--- src/rtl/vel_ctrl_pkg.sv ---
// Shared types and defaults for the velocity-memory controller.
// Optional build macro: VEL_CTRL_STALL_CNT_EN (see velocity_cell_ctrl).
package vel_ctrl_pkg;

    typedef enum logic [2:0] {
        IDLE,
        CNT_RD,
        CNT_WAIT,
        STREAM,
        DRAIN,
        DONE
    } vel_state_t;

    localparam int unsigned VEL_DATA_WIDTH = 96;
    localparam int unsigned VEL_ADDR_WIDTH = 8;
    localparam int unsigned VEL_RD_LATENCY = 2;

    // Particle count lives in the low ADDR_WIDTH bits of the word at address 0.
    localparam int unsigned VEL_CNT_LSB = 0;

endpackage

--- src/rtl/vel_rd_tag_pipe.sv ---
// Read tag pipeline: carries {valid, is_host, addr} alongside the RAM read
// latency so returning mem_q can be steered to the right consumer.
module vel_rd_tag_pipe
    import vel_ctrl_pkg::*;
#(
    parameter int unsigned ADDR_WIDTH = VEL_ADDR_WIDTH,
    parameter int unsigned RD_LATENCY = VEL_RD_LATENCY
) (
    input  logic                  clk,
    input  logic                  rst_n,
    input  logic                  in_valid,
    input  logic                  in_is_host,
    input  logic [ADDR_WIDTH-1:0] in_addr,
    output logic                  out_valid,
    output logic                  out_is_host,
    output logic [ADDR_WIDTH-1:0] out_addr
);

    localparam int unsigned TAG_W = ADDR_WIDTH + 2;

    logic [TAG_W-1:0] stage [RD_LATENCY];

    // Shift one tag per cycle; the last stage lines up with mem_q.
    always_ff @(posedge clk or negedge rst_n) begin
        if (!rst_n) begin
            for (int unsigned i = 0; i < RD_LATENCY; i++) begin
                stage[i] <= '0;
            end
        end else begin
            stage[0] <= {in_valid, in_is_host, in_addr};
            for (int unsigned i = 1; i < RD_LATENCY; i++) begin
                stage[i] <= stage[i-1];
            end
        end
    end

    assign {out_valid, out_is_host, out_addr} = stage[RD_LATENCY-1];

endmodule

--- src/rtl/velocity_cell_ctrl.sv ---
// Velocity memory sequencer/arbiter: runs one motion-update pass over
// particles 1..N (count at address 0) and gives host reads the port when idle.
// Optional build macro: VEL_CTRL_STALL_CNT_EN adds the stall_cycles output.
module velocity_cell_ctrl
    import vel_ctrl_pkg::*;
#(
    parameter int unsigned DATA_WIDTH      = VEL_DATA_WIDTH,
    parameter int unsigned ADDR_WIDTH      = VEL_ADDR_WIDTH,
    parameter int unsigned PARTICLE_NUM    = 220,
    parameter int unsigned RD_LATENCY      = VEL_RD_LATENCY,
    parameter int unsigned MAX_OUTSTANDING = 8
) (
    input  logic                  clk,
    input  logic                  rst_n,
    input  logic                  start,
    output logic                  busy,
    output logic                  done,
    output logic [DATA_WIDTH-1:0] vel_out,
    output logic [ADDR_WIDTH-1:0] vel_out_addr,
    output logic                  vel_out_valid,
    input  logic [DATA_WIDTH-1:0] upd_in,
    input  logic                  upd_valid,
    output logic                  upd_ready,
    input  logic                  host_rd_req,
    input  logic [ADDR_WIDTH-1:0] host_rd_addr,
    output logic                  host_rd_gnt,
    output logic [DATA_WIDTH-1:0] host_rd_data,
    output logic                  host_rd_valid,
    output logic [ADDR_WIDTH-1:0] mem_address,
    output logic [DATA_WIDTH-1:0] mem_data,
    output logic                  mem_rden,
    output logic                  mem_wren,
    input  logic [DATA_WIDTH-1:0] mem_q
`ifdef VEL_CTRL_STALL_CNT_EN
    ,
    output logic [15:0]           stall_cycles
`endif
);

    localparam int unsigned PTR_W  = ADDR_WIDTH + 1;
    localparam int unsigned WAIT_W = $clog2(RD_LATENCY + 1);

    localparam logic [PTR_W-1:0]      PTR_ONE   = PTR_W'(1);
    localparam logic [PTR_W-1:0]      N_MAX     = PTR_W'(PARTICLE_NUM - 1);
    localparam logic [PTR_W-1:0]      OS_MAX    = PTR_W'(MAX_OUTSTANDING);
    localparam logic [DATA_WIDTH-1:0] CNT_LIMIT = DATA_WIDTH'(PARTICLE_NUM - 1);
    localparam logic [WAIT_W-1:0]     WAIT_ONE  = WAIT_W'(1);
    localparam logic [WAIT_W-1:0]     WAIT_LAST = WAIT_W'(RD_LATENCY - 1);
    localparam logic [WAIT_W-1:0]     WAIT_END  = WAIT_W'(RD_LATENCY);

    vel_state_t state, state_nxt;

    logic                  alive;
    logic [PTR_W-1:0]      rd_ptr, wr_ptr, del_ptr, n_reg, n_latch, outstanding;
    logic [WAIT_W-1:0]     wait_cnt;
    logic                  accept_start, in_pass;
    logic                  wr_en, rd_en;
    logic                  pipe_in_valid, pipe_in_host;
    logic                  p_valid, p_is_host;
    logic [ADDR_WIDTH-1:0] p_addr;
    logic                  vel_hit, host_hit;

    assign accept_start = (state == IDLE) && start;
    assign in_pass      = (state == STREAM) || (state == DRAIN);
    assign outstanding  = rd_ptr - wr_ptr;

    // Count word: a value too large for the memory (including one that does
    // not fit the count field) saturates to the last particle address.
    always_comb begin
        n_latch = '0;
        if (mem_q > CNT_LIMIT) begin
            n_latch = N_MAX;
        end else begin
            n_latch = PTR_W'(mem_q[VEL_CNT_LSB +: ADDR_WIDTH]);
        end
    end

    // State register.
    always_ff @(posedge clk or negedge rst_n) begin
        if (!rst_n) begin
            state <= IDLE;
        end else begin
            state <= state_nxt;
        end
    end

    // Next-state logic. N is registered one cycle before the zero-count
    // branch so the wide clamp compare stays off the next-state path.
    always_comb begin
        state_nxt = state;
        unique case (state)
            IDLE:     if (start) state_nxt = CNT_RD;
            CNT_RD:   state_nxt = CNT_WAIT;
            CNT_WAIT: if (wait_cnt == WAIT_END) state_nxt = (n_reg == '0) ? DONE : STREAM;
            STREAM:   if (rd_ptr > n_reg) state_nxt = DRAIN;
            DRAIN:    if (wr_ptr > n_reg) state_nxt = DONE;
            DONE:     state_nxt = IDLE;
            default:  state_nxt = IDLE;
        endcase
    end

    // Output and port arbitration: write-back beats a new read every cycle.
    always_comb begin
        busy          = (state == CNT_RD) || (state == CNT_WAIT) || in_pass;
        done          = (state == DONE);
        host_rd_gnt   = alive && (state == IDLE) && host_rd_req && !start;
        upd_ready     = in_pass && (del_ptr > wr_ptr);
        wr_en         = upd_ready && upd_valid;
        rd_en         = (state == STREAM) && !wr_en && (rd_ptr <= n_reg) && (outstanding < OS_MAX);
        mem_wren      = wr_en;
        mem_rden      = host_rd_gnt || (state == CNT_RD) || rd_en;
        mem_data      = '0;
        mem_address   = '0;
        pipe_in_valid = rd_en || host_rd_gnt;
        pipe_in_host  = host_rd_gnt;
        if (wr_en) begin
            mem_address = wr_ptr[ADDR_WIDTH-1:0];
            mem_data    = upd_in;
        end else if (rd_en) begin
            mem_address = rd_ptr[ADDR_WIDTH-1:0];
        end else if (host_rd_gnt) begin
            mem_address = host_rd_addr;
        end
    end

    // Pass counters and latched particle count.
    always_ff @(posedge clk or negedge rst_n) begin
        if (!rst_n) begin
            alive    <= 1'b0;
            rd_ptr   <= '0;
            wr_ptr   <= '0;
            del_ptr  <= '0;
            n_reg    <= '0;
            wait_cnt <= '0;
        end else begin
            alive <= 1'b1;
            if (accept_start) begin
                rd_ptr   <= PTR_ONE;
                wr_ptr   <= PTR_ONE;
                del_ptr  <= PTR_ONE;
                n_reg    <= '0;
                wait_cnt <= '0;
            end else begin
                if (state == CNT_WAIT) begin
                    wait_cnt <= wait_cnt + WAIT_ONE;
                    if (wait_cnt == WAIT_LAST) n_reg <= n_latch;
                end
                if (rd_en)   rd_ptr  <= rd_ptr + PTR_ONE;
                if (wr_en)   wr_ptr  <= wr_ptr + PTR_ONE;
                if (vel_hit) del_ptr <= del_ptr + PTR_ONE;
            end
        end
    end

    vel_rd_tag_pipe #(
        .ADDR_WIDTH (ADDR_WIDTH),
        .RD_LATENCY (RD_LATENCY)
    ) u_tag_pipe (
        .clk         (clk),
        .rst_n       (rst_n),
        .in_valid    (pipe_in_valid),
        .in_is_host  (pipe_in_host),
        .in_addr     (mem_address),
        .out_valid   (p_valid),
        .out_is_host (p_is_host),
        .out_addr    (p_addr)
    );

    // Steer returning read data to the motion-update unit or the host.
    always_comb begin
        vel_hit       = p_valid && !p_is_host;
        host_hit      = p_valid && p_is_host;
        vel_out_valid = vel_hit;
        vel_out       = vel_hit ? mem_q : '0;
        vel_out_addr  = vel_hit ? p_addr : '0;
        host_rd_valid = host_hit;
        host_rd_data  = host_hit ? mem_q : '0;
    end

`ifdef VEL_CTRL_STALL_CNT_EN
    logic stall_hit;

    assign stall_hit = (state == STREAM) && !wr_en && (rd_ptr <= n_reg) && (outstanding >= OS_MAX);

    // Saturating count of STREAM cycles lost purely to the outstanding limit.
    always_ff @(posedge clk or negedge rst_n) begin
        if (!rst_n) begin
            stall_cycles <= '0;
        end else if (accept_start) begin
            stall_cycles <= '0;
        end else if (stall_hit && (stall_cycles != '1)) begin
            stall_cycles <= stall_cycles + 16'd1;
        end
    end
`endif

endmodule

--- config.mk ---
export PLATFORM = sky130hd
export DESIGN_NAME = velocity_cell_ctrl
export DESIGN_NICKNAME = d
export VERILOG_FILES = /design/src/rtl/vel_ctrl_pkg.sv /design/src/rtl/vel_rd_tag_pipe.sv /design/src/rtl/velocity_cell_ctrl.sv
export SDC_FILE = /design/constraint.sdc
export NUM_CORES = 1
export LEC_CHECK = 0
export ABC_AREA = 1
export CORE_AREA = 3 3 199 201
export CTS_BUF_LIST = sky130_fd_sc_hd__clkbuf_8
export DETAILED_ROUTE_END_ITERATION = 10
export DIE_AREA = 0 0 202 204
export DONT_BUFFER_PORTS = 1
export MAX_ROUTING_LAYER = met4
export SLEW_MARGIN = 40
export SYNTH_ARGS = -nofsm -noshare
export SYNTH_HDL_FRONTEND = slang
export SYNTH_SLANG_ARGS = --single-unit
--- constraint.sdc ---
create_clock -name clk -period 2.55 [get_ports clk]
set_clock_uncertainty 0.15 [all_clocks]
set_input_delay 0.3825 -clock clk [delete_from_list [all_inputs] [get_ports clk]]
set_output_delay 0.3825 -clock clk [all_outputs]
set_load 0.01 [all_outputs]
==> results.md <==
- Maxcap violations: 0
- First-pass GRT wire length: 51,520 um
- Most frequent cells in the layout: inv_1, nor2_1, buf_4, nand2_1
- Crit path from: rd_ptr[3]
- Clk root buf: clkbuf_8
- Mapped Area: 6156 um^2
- Port Buffers: 0
- Slew headroom: 0.4452
- Antenna cell count: 0
- Detail-routed via count per cell: 4.366
- Ys Warns: 0
- Mapped Nets: 1,328
- Final Util: 0.2873
- Vias in the first global route: 7,671
- RSZ-0062 raised after global routing: true
- Die Y: 204 um
- Post-detailed-route count of antenna-violating nets: 0
- Area growth, synth to finish: 76.18%
- Required @ worst endpoint: 2020 ps
- DR vias: 8,034
- Fmax achieved: 0.3437 GHz
- Cell taking the most area after synthesis: dfrtp_1
- Die Area: 41,210 um^2
- Max VDD drop: 333.3 uV
- Fin nets: 1,566
- Commonest non-fill, non-tap cell in the layout: inv_1
- Top reg by flops: u_tag_pipe.stage
- Syn Area/Cell: 5.668 um^2
- Status: finished, violations left
- Clk Latency, worst-skew pair: 360 ps
- Slew @ Worst Pin: 824.6 ps
- DRT Wirelength: 39,380 um
- R2R depth: 18
- Critical Path AT: 2380 ps
- Row count: 71
- Number of flip-flops in the largest register: 10
- Share of layout cells above drive strength 1: 0.3777
- Initial Utilization: 0.1630
- CTS Sinks: 61
- Routed len/inst: 21.40 um
- Hold Fails Final Rpt: 0
- Gr usage total: 0.1755
- Crit-path max FO: 8
- Hold path startpoint: mem_q[5]
- Core ar.: 37,760 um^2
- Max-slew violations: 0
- CP Capture Type: primary output
- Leak: 5.764 nW
- EDFF count, synth: 0
- Grt total ovfl: 0
- Endpoints failing setup: 106
- RePlAce Congestion: 1.042
- Final setup TNS: -22,680 ps
- Initial antenna violation count: 0
- CTS tree: yes
- Critical Path Source Type: flip-flop
- Area contributors post-synth: dfrtp_1, nor2_1, inv_1
- Crit Path Class: reg -> out
- Seq/Total Area, Yosys: 0.2480
- DRC viols: 0
- Asr flop ratio synth: 1.000
- DRT Pass-1 Iters: 7
- Largest net degree at the start of global routing: 76
- Clk buf depth: 2
- Failing checks: setup timing
- Final worst slack: -359.5 ps
- Instance count of the mapped netlist: 1,086
- RR Startpoint: rd_ptr[3]
- Top-area cell type share of the netlist area: 0.2480
- Num CTS Buffers: 9
- Io pins: 517
- Placed wire-length estimate: 30,490 um
- Number of H-tree levels: 3
- Final Cycle Share: 1.141
- Die X: 202 um
- Ys flop type: dfrtp_1
- Netlist cell types: 43
- #FFs+latches synth: 61
- Clock Pin Slew Worst Setup and Hold Paths: 70 ps
- Detailed router's first-iteration violation count: 521
- Hold Path Class: in -> reg
- Hold path cells: 2
- Power per Cell Area: 696.2 nW/um^2
- Fin crit period: 2910 ps
==> logic make-up after synthesis <==
kind of cell / Yosys count / synth area share
fa+ha+maj: 37 / 0.07520
flops: 61 / 0.2480
buf+inv: 314 / 0.1953
xor+xnor: 8 / 0.01138
other cells: 1 / 0.0006092
simple gates: 609 / 0.4185
compound gates: 56 / 0.05102
==> where the power goes <==
part	leakage, nW	switching (W)	internal [W]
logic	4.82	0.00299	0.00233
clock network	0.121	0.000399	0.000597
registers	0.819	0.000126	0.00111
total	5.76	0.00351	0.00404
==> worst max-delay path: stages (launching register included) <==
cell,delay (ps)
dfrtp_2,450
buf_4,150
ha_1,280
nand2_1,100
nor2_1,60
and2_4,160
nand2_2,60
nand3_2,100
nand2_4,100
nand3_4,80
nor2_4,250
nand2_1,100
nand3_2,120
==> layout make-up <==
| class | instances | area, um^2 |
|---|---|---|
| Inverter | 278 | 1064 |
| Clock buffer | 11 | 151.4 |
| Timing Repair Buffer | 262 | 2694 |
| Sequential cell | 61 | 1533 |
| Fill cell | 3966 | 26910 |
| Multi-Input combinational cell | 712 | 4691 |
| Tap cell | 511 | 639.4 |
| Clock inverter | 5 | 73.82 |
==> Yosys cell counts, types with 2 or more instances <==
cell type	count
xor2_1	7
o21ai_1	2
inv_2	9
nand3_2	6
ha_1	37
a31oi_1	3
buf_1	3
nor2_1	333
o21bai_1	3
a21oi_1	23
nor2_2	2
nor2_4	2
o21ai_0	16
nand3b_1	2
inv_1	267
nand4_1	14
buf_2	12
nand2_1	150
nand3_1	57
a21oi_2	2
nor3_1	15
nand2_2	4
o21a_1	2
dfrtp_1	61
nor4_1	16
o22ai_1	2
clkbuf_1	20
==> per-stage QoR <==
stage	cell area (um^2)	hold slack (ps)	total power [W]	worst slack, ps	std cells
floorplan	6156	-63.09	0.003246	58.49	1086
global placement	8218	-57.70	0.004549	-96.30	1767
detailed placement	8218	-57.88	0.004616	-118.7	1767
CTS	9853	23.59	0.006804	-279.9	1825
global route	10850	26.19	0.008074	-441.8	1840
finish	10850	43.66	0.007551	-359.5	1840
==> final timing paths <==
kind	endpoint	slack, ps
worst max-delay path	mem_address[6]	-360
worst min-delay path	n_reg[5]	40
worst max register to register	rd_ptr[0]	-230
worst min register to register	u_tag_pipe.out_is_host	200
max in group asynchronous	rd_ptr[6]	1500
min in group asynchronous	wr_ptr[6]	460
==> layer usage <==
metal  wire [um]  up-vias  track usage
met5           0        -            -
met4        1827        0      0.07700
met3        2258       72      0.02819
met2       22550      420       0.3501
met1       12740     3843       0.1640
li1            -     3699            -
==> what timing repair did <==
item / 4_1_cts / 5_1_grt
cloned: 9 / 7
endpoints found under the hold margin: 61 / 0
hold buffers: 2 / 0
buffers inserted: 31 / 11
gates resized for setup: 228 / 210
endpoints found under the setup margin: 113 / 109
pin swaps: 26 / 31
Power figures use the tool's default switching activity.
==> RTL edit 1: new RTL, config.mk and constraints unchanged <==
Encoding of `vel_state_t`: now Gray code (3 bits for 6 states).
--- a/src/rtl/vel_ctrl_pkg.sv
+++ b/src/rtl/vel_ctrl_pkg.sv
@@ -5,8 +5,8 @@
     typedef enum logic [2:0] {
-        IDLE,
-        CNT_RD,
-        CNT_WAIT,
-        STREAM,
-        DRAIN,
-        DONE
+        IDLE     = 3'b000,
+        CNT_RD   = 3'b001,
+        CNT_WAIT = 3'b011,
+        STREAM   = 3'b010,
+        DRAIN    = 3'b110,
+        DONE     = 3'b111
     } vel_state_t;
Formal check against the unedited RTL: no difference found for any inputs over 10 cycles, from zero or initial values and one cycle with rst_n low; not proved beyond that.
==> RTL edit 1 against the original RTL <==
  * The flow still finishes with violations (setup timing)
  * Setup slack improved by 0.012 ns
  * Routed wire length barely moved
  * Count of clock-buffer cells in the layout did not move
  * Design area fell by 15%
  * Sequential cell count did not move
  * Area after synthesis fell by 0.81%
  * Non-clock buffer count fell by 125
  * Total power rose by 7.7%
==> RTL edit 1: results (changes against the original RTL) <==
Route
  • Met2 routed WL: 20080 µm (-11%)
  • Met3 Routed Length: 4872 µm (+120%)
  • Iter 0 DRT Violations: 619 (+19%)
  • Routed WL: 39340 µm (about the same)
  • DR vias: 7473 (-7.0%)
  • WL met1: 12940 µm (+1.6%)
  • Pre-Repair DR Iteration Count: 6 (-1)

Synthesis
  • Yosys cell types: 41 (-4.7%)
  • Synth top area cells: dfrtp_1, nor2_1, inv_1
  • Register area share after synthesis: 25.00% (+0.20 points)
  • Mapped Cells: 1072 (-1.3%)
  • Post-synth top cells: nor2_1, inv_1, nand2_1, dfrtp_1, nand3_1
  • Synth Net Count: 1314 (-1.1%)

Setup path
  • R2R Setup Slk: -0.17 ns (+0.06 ns)
  • Critical path endpoint: mem_address[4]
  • Critical path origin: wr_ptr[3]
  • Critical R2R Launch: wr_ptr[4]
  • Largest stage delay, worst path: 0.39 ns (-0.06 ns)
  • Reg2reg end: rd_ptr[4]
  • Crit path DAT: 2.36 ns (-0.02 ns)
  • R2R depth: 20 (+2)
  • Slowest-stage cell, CP: dfrtp_1

Clocking
  • Reg clk slew, reported paths: 0.08 ns
  • Htree depth: 3 (unchanged)
  • Num CTS Buffers: 9 (unchanged)

Placement
  • Global placer's final weighted congestion: 0.9978 (-4.2%)
  • Worst slack at placement: -0.2336 ns (-0.1149 ns)
  • DP HPWL: 31910 µm (+4.6%)
  • Post-DP Area: 7486 µm² (-8.9%)

Cells and area
  • Share of cells above drive strength 1: 31.37% (-6.4 points)
  • Layout Cells excl Fill: 1700 (-7.6%)
  • Max reg flops: 10 (unchanged)
  • # fillers: 4190 (+5.6%)
  • Nets: 1424 (-9.1%)

Global routing
  • GRT met2 Usage: 31.12% (-3.9 points)
  • Antenna violations before repair: 2 (+2)
  • Vias in the first global route: 7155 (-6.7%)
  • Met3 GRT Util: 8.839% (+6.0 points)
  • GR Util met1: 17.40% (+1.0 points)
  • Pin count of the biggest net entering global routing: 62 (-18%)
  • First-pass GRT wire length: 51770 µm (+0.48%)
  • GRT Overall Usage: 18.00% (+0.45 points)

Status
  • Status: finished with violations
  • Failing checks: setup timing

Pwr
  • VDD IR max: 0.0004734 V (+42%)
  • Sw power: 4.117 mW (+17%)
  • Cell leakage power: 4.895 nW (-15%)

STA
  • Slew margin rel.: 53.22% (+8.7 points)
  • Final WS setup: -0.3474 ns (+0.01211 ns)
  • Endpoints failing setup: 113 (+6.6%)
  • Setup TNS: -27.13 ns (-4.454 ns)
RTL edit 1: how the worst min path moves through the flow:
stage	cells past startpoint	slack, ns	to	start
4_1_cts	2	0.01	n_reg[6]	mem_q[6]
3_5_place_dp	0	-0.06	del_ptr[2]	rst_n
5_1_grt	2	0.03	n_reg[7]	mem_q[7]
6_report	2	0.03	n_reg[6]	mem_q[6]
3_3_place_gp	0	-0.06	del_ptr[1]	rst_n
2_1_floorplan	0	-0.06	alive	rst_n
RTL edit 1: layout make-up:
| class | count | area [µm²] | area share [%] |
|---|---|---|---|
| multi-input combinational | 696 | 4489 | 48.75 |
| sequential | 61 | 1533 | 16.64 |
| timing repair buffer | 137 | 1235 | 13.41 |
| inverter | 277 | 1059 | 11.49 |
| tap | 511 | 639.4 | 6.943 |
| clock buffer | 11 | 151.4 | 1.644 |
| clock inverter | 4 | 95.09 | 1.033 |
| antenna | 3 | 7.507 | 0.08152 |
RTL edit 1: cell families after synthesis:
family / count (synthesis) / share of synthesized area (%)
fa+ha+maj: 37 / 7.582
simple gates: 588 / 40.59
xor+xnor: 9 / 1.291
compound gates: 61 / 5.574
buf+inv: 315 / 19.90
flops: 61 / 25.00
other cells: 1 / 0.06142
RTL edit 1: timing repair:
action                     4_1_cts  5_1_grt
resized for setup              190      110
buffers inserted                15        8
hold buffers                     2        0
setup endpoints to repair      114      142
pin swaps                       39       27
cloned                           3        1
hold endpoints to repair        61        0
RTL edit 1: power by group through the flow:
stage                     sequential (mW)  combinational (mW)  clock [mW]
after floorplan                      1.26                2.51           0
after global placement               1.29                4.05           0
after detailed placement             1.29                4.08           0
after CTS                            1.29                5.17        1.12
after global routing                 1.32                6.25        1.18
final                                1.30                5.73        1.10
==> RTL edit 2: new RTL, same flow settings <==
Made on the original files. The option `VEL_CTRL_STALL_CNT_EN` is turned on by a define.
--- a/src/rtl/velocity_cell_ctrl.sv
+++ b/src/rtl/velocity_cell_ctrl.sv
@@ -3,2 +3,4 @@
 // Optional build macro: VEL_CTRL_STALL_CNT_EN adds the stall_cycles output.
+`define VEL_CTRL_STALL_CNT_EN
+
 module velocity_cell_ctrl
Formal check against the unedited RTL (old outputs only; new: stall_cycles): equivalent (Yosys induction, for registers that start in step).
==> RTL edit 2 against the original RTL <==
  * The flow still finishes with violations (setup timing)
  * Area after synthesis rose by 18%
  * Total power fell by 7.3%
  * First-iteration DRC count rose by 53%
  * Cell count rose by 2.8%
  * Die area did not move
  * Setup slack got worse by 0.14 ns
  * Routed wire length rose by 24%
  * Design area fell by 1.1%
  * Core utilization fell by 0.31 points
  * Sequential power rose by 19%
  * Sequential cell count rose by 16
  * Critical path depth rose by 2
==> RTL edit 2: results (changes against the original RTL) <==
Cells and area
  • Layout Cells excl Fill: 1891 (+2.8%)
  • # fillers: 4131 (+4.2%)
  • Nets: 1618 (+3.3%)

Placement
  • Post-DP Area: 8887 µm² (+8.1%)
  • Placed Cells: 1832 (+3.7%)
  • Worst slack at placement: -0.06145 ns (+0.05725 ns)
  • Global placer's final weighted congestion: 1.017 (-2.4%)

Pwr
  • Cell leakage power: 5.724 nW (-0.69%)
  • VDD IR max: 0.0003302 V (-0.95%)

Clocking
  • CTS Buffer Depth: 2 (unchanged)
  • Reg clk slew, reported paths: 0.09 ns (+0.02 ns)
  • Clk_lat worst skew: 0.38 ns (+0.02 ns)

Setup path
  • Crit path DAT: 2.52 ns (+0.14 ns)
  • R2R Setup Slk: -0.17 ns (+0.06 ns)
  • Max FO, Critical Path: 6 (-2)
  • Slowest-stage cell, CP: dfrtp_1
  • Largest stage delay, worst path: 0.37 ns (-0.08 ns)
  • Critical R2R Launch: rd_ptr[0]
  • Reg2reg end: rd_ptr[5]

Synthesis
  • Post-synthesis compound-gate area fraction: 4.205% (-0.90 points)
  • Synth Area in XOR/XNOR: 2.042% (+0.90 points)
  • Synth top area cells: dfrtp_1, nor2_1, inv_1
  • Syn avg cell area: 5.927 µm² (+4.6%)
  • Synth Net Count: 1475 (+11%)

Global routing
  • Vias in the first global route: 8467 (+10%)
  • First-pass GRT wire length: 65030 µm (+26%)
  • Antenna violations before repair: 2 (+2)
  • Pin count of the biggest net entering global routing: 78 (+2.6%)
  • GRT Overall Usage: 23.00% (+5.5 points)

Hold path
  • Hold_sp: host_rd_addr[1]
  • Worst hold endpoint: u_tag_pipe.stage[11]

Status
  • Failing checks: setup timing
  • Status: finished with violations

Route
  • Pre-Repair DR Iteration Count: 5 (-2)
  • DR vias: 8683 (+8.1%)
  • Iter 0 DRT Violations: 795 (+53%)

STA
  • Endpoints failing setup: 127 (+20%)
  • Setup TNS: -32.33 ns (-9.654 ns)
  • Final WS setup: -0.5014 ns (-0.1419 ns)
[RTL edit 2: report_power, final]
part / internal, mW / switching [mW] / leakage [nW]
logic: 1.59 / 2.91 / 4.57
clock network: 0.488 / 0.536 / 0.101
registers: 1.36 / 0.116 / 1.05
total: 3.44 / 3.56 / 5.72
[RTL edit 2: routing by layer]
metal	part of all wire, %	GRT usage, %	up-vias
li1	-	-	4004
met1	39	26.18	4127
met2	36	27.88	474
met3	21	21.50	78
met4	3.7	7.202	0
met5	0	-	-
[RTL edit 2: critical path, delay by kind of cell, from the launching register on]
| kind | cells | cell delay, ns |
|---|---|---|
| simple gates | 10 | 1.12 |
| fa+ha+maj | 2 | 0.52 |
| flops | 1 | 0.37 |
| buf+inv | 2 | 0.12 |
[RTL edit 2: area by class of cell]
class,instances,area [µm²],area share (%)
antenna,2,5.005,0.04666
clock buffer,10,137.6,1.283
clock inverter,6,70.07,0.6532
inverter,285,1077,10.04
multi-input combinational,824,5066,47.23
sequential,77,1928,17.98
tap,511,639.4,5.961
timing repair buffer,176,1803,16.81
[RTL edit 2: timing repair]
action | CTS | global route
hold buffers | 4 | 0
pin swaps | 18 | 19
endpoints found under the hold margin | 79 | 0
gates resized for setup | 250 | 34
setup buffers | 18 | 9
gates cloned | 13 | 1
endpoints found under the setup margin | 122 | 133
[RTL edit 2: worst max path at each step]
| stage | from | endpoint | cells past startpoint |
|---|---|---|---|
| 6_report | rd_ptr[0] | mem_address[7] | 14 |
| 5_1_grt | rd_ptr[0] | mem_address[7] | 14 |
| 4_1_cts | wr_ptr[0] | mem_address[1] | 13 |
| 3_5_place_dp | wr_ptr[2] | mem_rden | 12 |
| 3_3_place_gp | wr_ptr[2] | mem_rden | 12 |
| 2_1_floorplan | rd_ptr[0] | mem_address[2] | 15 |
